==> src/rtl/instruction_fetch_unit_if.sv <==
// Fetch-side bus bundle: instruction ROM address/data plus the decode
// valid/ready handshake and the branch/jump redirect request.
interface instruction_fetch_unit_if;
    logic [11:0] imem_address;
    logic [18:0] imem_instruction;
    logic [18:0] instr_out;
    logic [11:0] pc_out;
    logic        instr_valid;
    logic        decode_ready;
    logic        redirect_valid;
    logic [11:0] redirect_target;

    // The fetch unit drives the ROM address and the decode-facing outputs
    modport master (
        output imem_address,
        input  imem_instruction,
        output instr_out,
        output pc_out,
        output instr_valid,
        input  decode_ready,
        input  redirect_valid,
        input  redirect_target
    );

    // ROM and decode side: returns instruction words, accepts, redirects
    modport slave (
        input  imem_address,
        output imem_instruction,
        input  instr_out,
        input  pc_out,
        input  instr_valid,
        output decode_ready,
        output redirect_valid,
        output redirect_target
    );
endinterface

==> src/rtl/instruction_fetch_unit.sv <==
// Instruction fetch unit: issues addresses to a 1-cycle-latency instruction
// ROM, pairs each returned word with its PC and hands it to decode over a
// valid/ready handshake. Handles branch/jump redirect and stops on a halt word.
module instruction_fetch_unit #(
    parameter logic [11:0] RESET_PC  = 12'd0,
    parameter logic [18:0] HALT_WORD = 19'h7FFFF,
    parameter int          CNT_W     = 16
) (
    input  logic                     clock,
    input  logic                     reset_n,
    instruction_fetch_unit_if.master bus,
    output logic                     halted,
    output logic [CNT_W-1:0]         fetch_count
);

    typedef enum logic {
        RUN,
        HALTED
    } fetch_state_t;

    fetch_state_t     state, state_next;
    logic [11:0]      pc_reg, pc_next;
    logic [11:0]      inflight_pc, inflight_pc_next;
    logic             inflight_valid, inflight_valid_next;
    logic [CNT_W-1:0] count_next;
    logic             fire;
    logic             stall;

    // Register update; async reset restarts fetching from RESET_PC
    always_ff @(posedge clock or negedge reset_n) begin
        if (!reset_n) begin
            state          <= RUN;
            pc_reg         <= RESET_PC;
            inflight_pc    <= 12'd0;
            inflight_valid <= 1'b0;
            fetch_count    <= '0;
        end else begin
            state          <= state_next;
            pc_reg         <= pc_next;
            inflight_pc    <= inflight_pc_next;
            inflight_valid <= inflight_valid_next;
            fetch_count    <= count_next;
        end
    end

    // Handshake outputs, ROM address and next-state selection in priority order
    always_comb begin
        state_next          = state;
        pc_next             = pc_reg;
        inflight_pc_next    = inflight_pc;
        inflight_valid_next = inflight_valid;
        count_next          = fetch_count;

        bus.instr_valid  = inflight_valid && (state == RUN) && !bus.redirect_valid;
        bus.instr_out    = bus.imem_instruction;
        bus.pc_out       = inflight_pc;
        fire             = bus.instr_valid && bus.decode_ready;
        stall            = bus.instr_valid && !bus.decode_ready;
        // On a stall the ROM re-reads the held PC so instr_out stays stable
        bus.imem_address = stall ? inflight_pc : pc_reg;
        halted           = (state == HALTED);

        if (fire && (fetch_count != '1)) begin
            count_next = fetch_count + CNT_W'(1);
        end

        if (bus.redirect_valid) begin
            pc_next             = bus.redirect_target;
            inflight_valid_next = 1'b0;
            state_next          = RUN;
        end else if (state == HALTED) begin
            state_next = HALTED;
        end else if (fire && (bus.instr_out == HALT_WORD)) begin
            state_next          = HALTED;
            inflight_valid_next = 1'b0;
        end else if (stall) begin
            pc_next = pc_reg;
        end else begin
            inflight_pc_next    = pc_reg;
            inflight_valid_next = 1'b1;
            pc_next             = pc_reg + 12'd1;
        end
    end

endmodule

==> src/flat_wrapper.sv <==
// flat-port wrapper written by rule: the top's interface ports become plain ports
module instruction_fetch_unit_flat 
#(
    parameter logic [11:0] RESET_PC  = 12'd0,
    parameter logic [18:0] HALT_WORD = 19'h7FFFF,
    parameter int          CNT_W     = 16
)
  (clock, reset_n, halted, fetch_count, bus_imem_address, bus_imem_instruction, bus_instr_out, bus_pc_out, bus_instr_valid, bus_decode_ready, bus_redirect_valid, bus_redirect_target);
  instruction_fetch_unit_if bus_i ();
  input  logic clock;
  input  logic reset_n;
  output logic halted;
  output logic [CNT_W-1:0] fetch_count;
  output wire logic [$bits(bus_i.imem_address)-1:0] bus_imem_address;
  input wire logic [$bits(bus_i.imem_instruction)-1:0] bus_imem_instruction;
  output wire logic [$bits(bus_i.instr_out)-1:0] bus_instr_out;
  output wire logic [$bits(bus_i.pc_out)-1:0] bus_pc_out;
  output wire logic [$bits(bus_i.instr_valid)-1:0] bus_instr_valid;
  input wire logic [$bits(bus_i.decode_ready)-1:0] bus_decode_ready;
  input wire logic [$bits(bus_i.redirect_valid)-1:0] bus_redirect_valid;
  input wire logic [$bits(bus_i.redirect_target)-1:0] bus_redirect_target;
  assign bus_imem_address = bus_i.imem_address;
  assign bus_i.imem_instruction = bus_imem_instruction;
  assign bus_instr_out = bus_i.instr_out;
  assign bus_pc_out = bus_i.pc_out;
  assign bus_instr_valid = bus_i.instr_valid;
  assign bus_i.decode_ready = bus_decode_ready;
  assign bus_i.redirect_valid = bus_redirect_valid;
  assign bus_i.redirect_target = bus_redirect_target;
  instruction_fetch_unit #(.RESET_PC(RESET_PC), .HALT_WORD(HALT_WORD), .CNT_W(CNT_W)) u_core (.clock(clock), .reset_n(reset_n), .bus(bus_i), .halted(halted), .fetch_count(fetch_count));
endmodule
==> config.mk <==
export PLATFORM = sky130hd
export DESIGN_NAME = instruction_fetch_unit_flat
export DESIGN_NICKNAME = d
export VERILOG_FILES = /design/src/rtl/instruction_fetch_unit_if.sv /design/src/rtl/instruction_fetch_unit.sv /design/src/flat_wrapper.sv
export SDC_FILE = /design/constraint.sdc
export NUM_CORES = 1
export LEC_CHECK = 0
export ABC_AREA = 0
export ABC_CLOCK_PERIOD_IN_PS = 3400
export CAP_MARGIN = 20
export CORE_ASPECT_RATIO = 1.5
export CORE_MARGIN = 2
export CORE_UTILIZATION = 47
export CTS_CLUSTER_SIZE = 12
export DETAILED_ROUTE_END_ITERATION = 10
export PLACE_DENSITY = 0.85
export SETUP_SLACK_MARGIN = 0.1
export SLEW_MARGIN = 20
export SYNTH_ARGS = -nofsm -noshare
export SYNTH_HDL_FRONTEND = slang
export SYNTH_SLANG_ARGS = --single-unit
==> constraint.sdc <==
create_clock -name clock -period 3.4 [get_ports clock]
set_clock_uncertainty 0.05 [all_clocks]
set_input_delay 0.85 -clock clock [delete_from_list [all_inputs] [get_ports clock]]
set_output_delay 0.85 -clock clock [all_outputs]
set_load 0.02 [all_outputs]
-- After elaboration in Yosys (flattened, before gate mapping)
Index checks and enable logic that the tools add are counted.
- bits in writable memories: 0
- logic and storage cells: 39
- bits of input ports: 35
- bits in latches: 0
- ROM bits: 0
- memories: 0
- output and inout port bits: 61
- bits in registers: 42
- shift operators: 0
- reduce and logical (&&, ||, !) cells: 11
- eq/ne operators: 6
- div/mod/pow operators: 0
- bitwise gates (word level): 3
- muxes and demuxes: 12
- multiply operators: 0
- $add $sub $neg: 2
- magnitude comparators: 0
- operators with widths (cell ; number):
    two-way mux 12 bit ; 5
    == test 19 bit (second input constant) ; 1
    adder 16 x 1 -> 16 bit (second input constant) ; 1
    != test 16 bit (second input constant) ; 1
    adder 12 x 1 -> 12 bit (second input constant) ; 1
    two-way mux 1 bit ; 7
    logical AND 1 bit ; 6
    != test 2 bit (second input constant) ; 3
    AND reduction 3 bit ; 2
    != test 3 bit (second input constant) ; 1
    inverter 1 bit ; 3
    logical NOT 1 bit ; 2
    AND reduction 2 bit ; 1

-- Depth between registers and ports, before layout
- depth after elaboration: 8
- mapped depth: 6
- gate-level depth less buffers: 6

-- Worst setup path before layout
Ideal clock, no wire load.
- path type: in2out
- start point: in bus_redirect_valid
- end point: out bus_imem_address[3]
- required time: 2.500 ns
- arrival time: 1.897 ns
- path slack: 0.603 ns
- buffers on the path: 1
- stages on the path: 3
- cells stage by stage: nor4b_4 > buf_2 > mux2_2
- word-level cells in the longest chain between the ends: 4
- ends and longest elaborated chain (item ; line ; text):
    start, declared ; flat_wrapper.sv:20 ; input wire logic [$bits(bus_i.redirect_valid)-1:0] bus_redirect_valid;
    logical NOT 1 bit ; instruction_fetch_unit.sv:54 ; bus.instr_valid = inflight_valid && (state == RUN) && !bus.redirect_valid;
    logical AND 1 bit ; instruction_fetch_unit.sv:54 ;
    logical AND 1 bit ; instruction_fetch_unit.sv:58 ; stall = bus.instr_valid && !bus.decode_ready;
    two-way mux 12 bit ; - ;
    end, declared ; flat_wrapper.sv:14 ; output wire logic [$bits(bus_i.imem_address)-1:0] bus_imem_address;
No other way between the ends.

-- Worst setup path in the final report
- start point: in bus_redirect_valid
- end point: out bus_imem_address[7]
The elaborated chain is that of the path after synthesis.

==> results.json <==
{
  "required_ns": 2.50,
  "cap_violations": 0,
  "drv_slew": 0,
  "dp.cells": 374,
  "antenna_left": 0,
  "netlist_instances": 230,
  "dr.pass1.iters": 4,
  "cts-htree-levels": 2,
  "yosys.cell_types.count": 38,
  "finalInstanceArea_um2": 3370,
  "yosysSeqAreaShare_pct": 44.5,
  "fillerInstances": 395,
  "powerDensity_nw_per_um2": 454,
  "cts_tree": "done",
  "startpoint_type": "primary input",
  "die_width_um": 61.9,
  "async_reset_ff_share_pct": 100,
  "path_clk_slew_ns": 0.08,
  "wl_per_cell_um": 15.0,
  "grt_util_all_layers_pct": 21.8,
  "drt_iter0_drc": 89,
  "synth_top_area_share_pct": 44.5,
  "end_kind": "output pin",
  "io_buffers": 95,
  "area_growth_pct": 42.7,
  "total_power_w": 0.00153,
  "grt_pass1_wl_mm": 9.44,
  "synth_seq_cells": 42,
  "hold_path.class": "reg2reg",
  "grt_pass1_vias": 2053,
  "synth_area_um2": 2360,
  "finalCritPeriodShare_pct": 96.0,
  "drt-total-wl_mm": 5.76,
  "synth_flop_cell": "dfrtp_1",
  "maxSlewHeadroom_pct": 38.3,
  "arrival_ns": 2.36,
  "placeableCoreArea_um2": 4850,
  "ff2ff_setup_slack_ns": 1.49,
  "finalSetupTns_ns": 0,
  "syn-num-nets": 267,
  "die_y_um": 90.8,
  "layout.nets": 353,
  "grt_max_degree": 43,
  "ios": 96,
  "synth-edff-count": 0,
  "fmax_mhz": 306,
  "finalSetupViolations": 0,
  "fin_cells": 383,
  "numCtsBuffers": 5,
  "largest_reg_flops": 16,
  "cts.sinks": 42,
  "drive_above_1_share_pct": 15.5,
  "hold_violations": 0,
  "tightest_slew_ns": 0.926,
  "diodes": 0,
  "grt_setup_unrepaired": "false",
  "critPathKind": "in2out",
  "worstPathMaxFanout": 10,
  "avgSynthCellArea_um2": 10.3,
  "yosysWarnings": 0,
  "dpl_cell_area_um2": 3290,
  "die_area_um2": 5620,
  "place_hpwl_mm": 4.47,
  "rows": 31,
  "vias": 2053,
  "leakage_nw": 1.36,
  "place.gp.congestion": 0.817,
  "period_needed_ns": 3.26,
  "antenna_found_initial": 0,
  "status": "finished clean",
  "ir_drop_v": 0.000294,
  "grt_overflow": 0,
  "start_util_pct": 48.7,
  "viasPerCell": 5.36,
  "worstSkewPairLatency_ns": 0.29,
  "drc": 0,
  "synth_top_area_cell": "dfrtp_1",
  "cts-root-buf": "clkbuf_8",
  "clockBufferDepth": 2,
  "synth_area_leaders": "dfrtp_1 (44%), mux2_2 (11%), buf_4 (6.0%)"
}
-- per-layer routing --
metal | vias up | track usage [%] | share of wire (%)
met3 | 8 | 3.72 | 5.0
met5 | - | 0 | 0
met2 | 64 | 38.5 | 55
met1 | 997 | 25.3 | 39
met4 | 0 | 7.27 | 1.1
li1 | 984 | - | -
-- cells by family (layout without fill, tap and decap cells) --
logic type | after synthesis | after routing | synth area share [%]
flops | 42 | 42 | 44.5
buf+inv | 30 | 117 | 8.26
fa+ha+maj | 2 | 2 | 1.06
compound gates | 45 | 45 | 11.3
mux | 25 | 25 | 11.8
xor+xnor | 15 | 15 | 5.56
simple gates | 71 | 71 | 17.5
-- through the flow --
stage / hold WS, ns / setup WS, ns / utilization [%]
after floorplan: 0.459 / 0.603 / -
after global placement: 0.425 / -0.285 / 67.9
after CTS: 0.452 / 0.0900 / 69.4
after global routing: 0.465 / 0.0955 / 69.5
after detailed placement: 0.440 / -0.346 / 67.9
final: 0.449 / 0.135 / 69.5
-- cell usage after synthesis (4+ instances only) --
master,instances
xnor2_1,13
nor2_1,13
nand2_1,14
inv_1,4
a21oi_1,19
mux2_2,23
o21ai_0,14
buf_4,19
nand4_1,13
dfrtp_1,42
nand3_1,14
-- report_power, final --
group	internal, W	leakage, nW	total, W	switching (W)
clock network	0.000144	0.0441	0.000324	0.000180
logic	0.000277	0.805	0.000538	0.000260
registers	0.000579	0.516	0.000669	0.0000897
-- cell type report --
class | instances | area (um2) | area share, %
Clock buffer | 5 | 68.8 | 2.04
Inverter | 4 | 15.0 | 0.445
Timing Repair Buffer | 105 | 1020 | 30.2
Multi-Input combinational cell | 158 | 1120 | 33.1
Sequential cell | 42 | 1050 | 31.2
Clock inverter | 3 | 21.3 | 0.631
Tap cell | 66 | 82.6 | 2.45
-- final timing paths --
kind / depth (start not counted) / startpoint / endpoint
min in group asynchronous: 1 / reset_n / u_core.fetch_count[12]
hold reg to reg: 1 / u_core.fetch_count[6] / u_core.fetch_count[6]
hold / removal: 1 / u_core.fetch_count[6] / u_core.fetch_count[6]
setup / recovery: 6 / bus_redirect_valid / bus_imem_address[7]
setup reg to reg: 5 / u_core.halted / u_core.bus.pc_out[1]
max in group asynchronous: 1 / reset_n / u_core.bus.pc_out[3]
-- placed cells by master, fill, tap and decap left out, drive strengths merged, types with 2 or more instances in the layout --
master	n
nand3	14
clkdlybuf4s50	80
nand4	13
nor3	4
and3	2
inv	4
mux2i	2
a21oi	20
dfrtp	42
dlygate4sd2	13
nor4	3
xnor2	13
clkinv	2
a22o	3
nand2b	2
buf	11
mux2	23
nor2	13
nand2	14
ha	2
xor2	2
clkbuf	5
or3	2
o21ai	14
-- repair_timing --
item / in CTS / in global routing
hold buffers: 0 / 0
endpoints found under the setup margin: 13 / 4
gates resized for setup: 15 / 0
pin swaps: 1 / 1
buffers inserted: 0 / 1
-- worst max-delay path, stage by stage --
cell and delay (ns):
dlygate4sd2_1 0.28, nor4b_4 0.30, buf_4 0.16, buf_12 0.11, mux2_2 0.34, dlygate4sd2_1 0.32
Note: power is estimated with default switching activity, not from simulation.
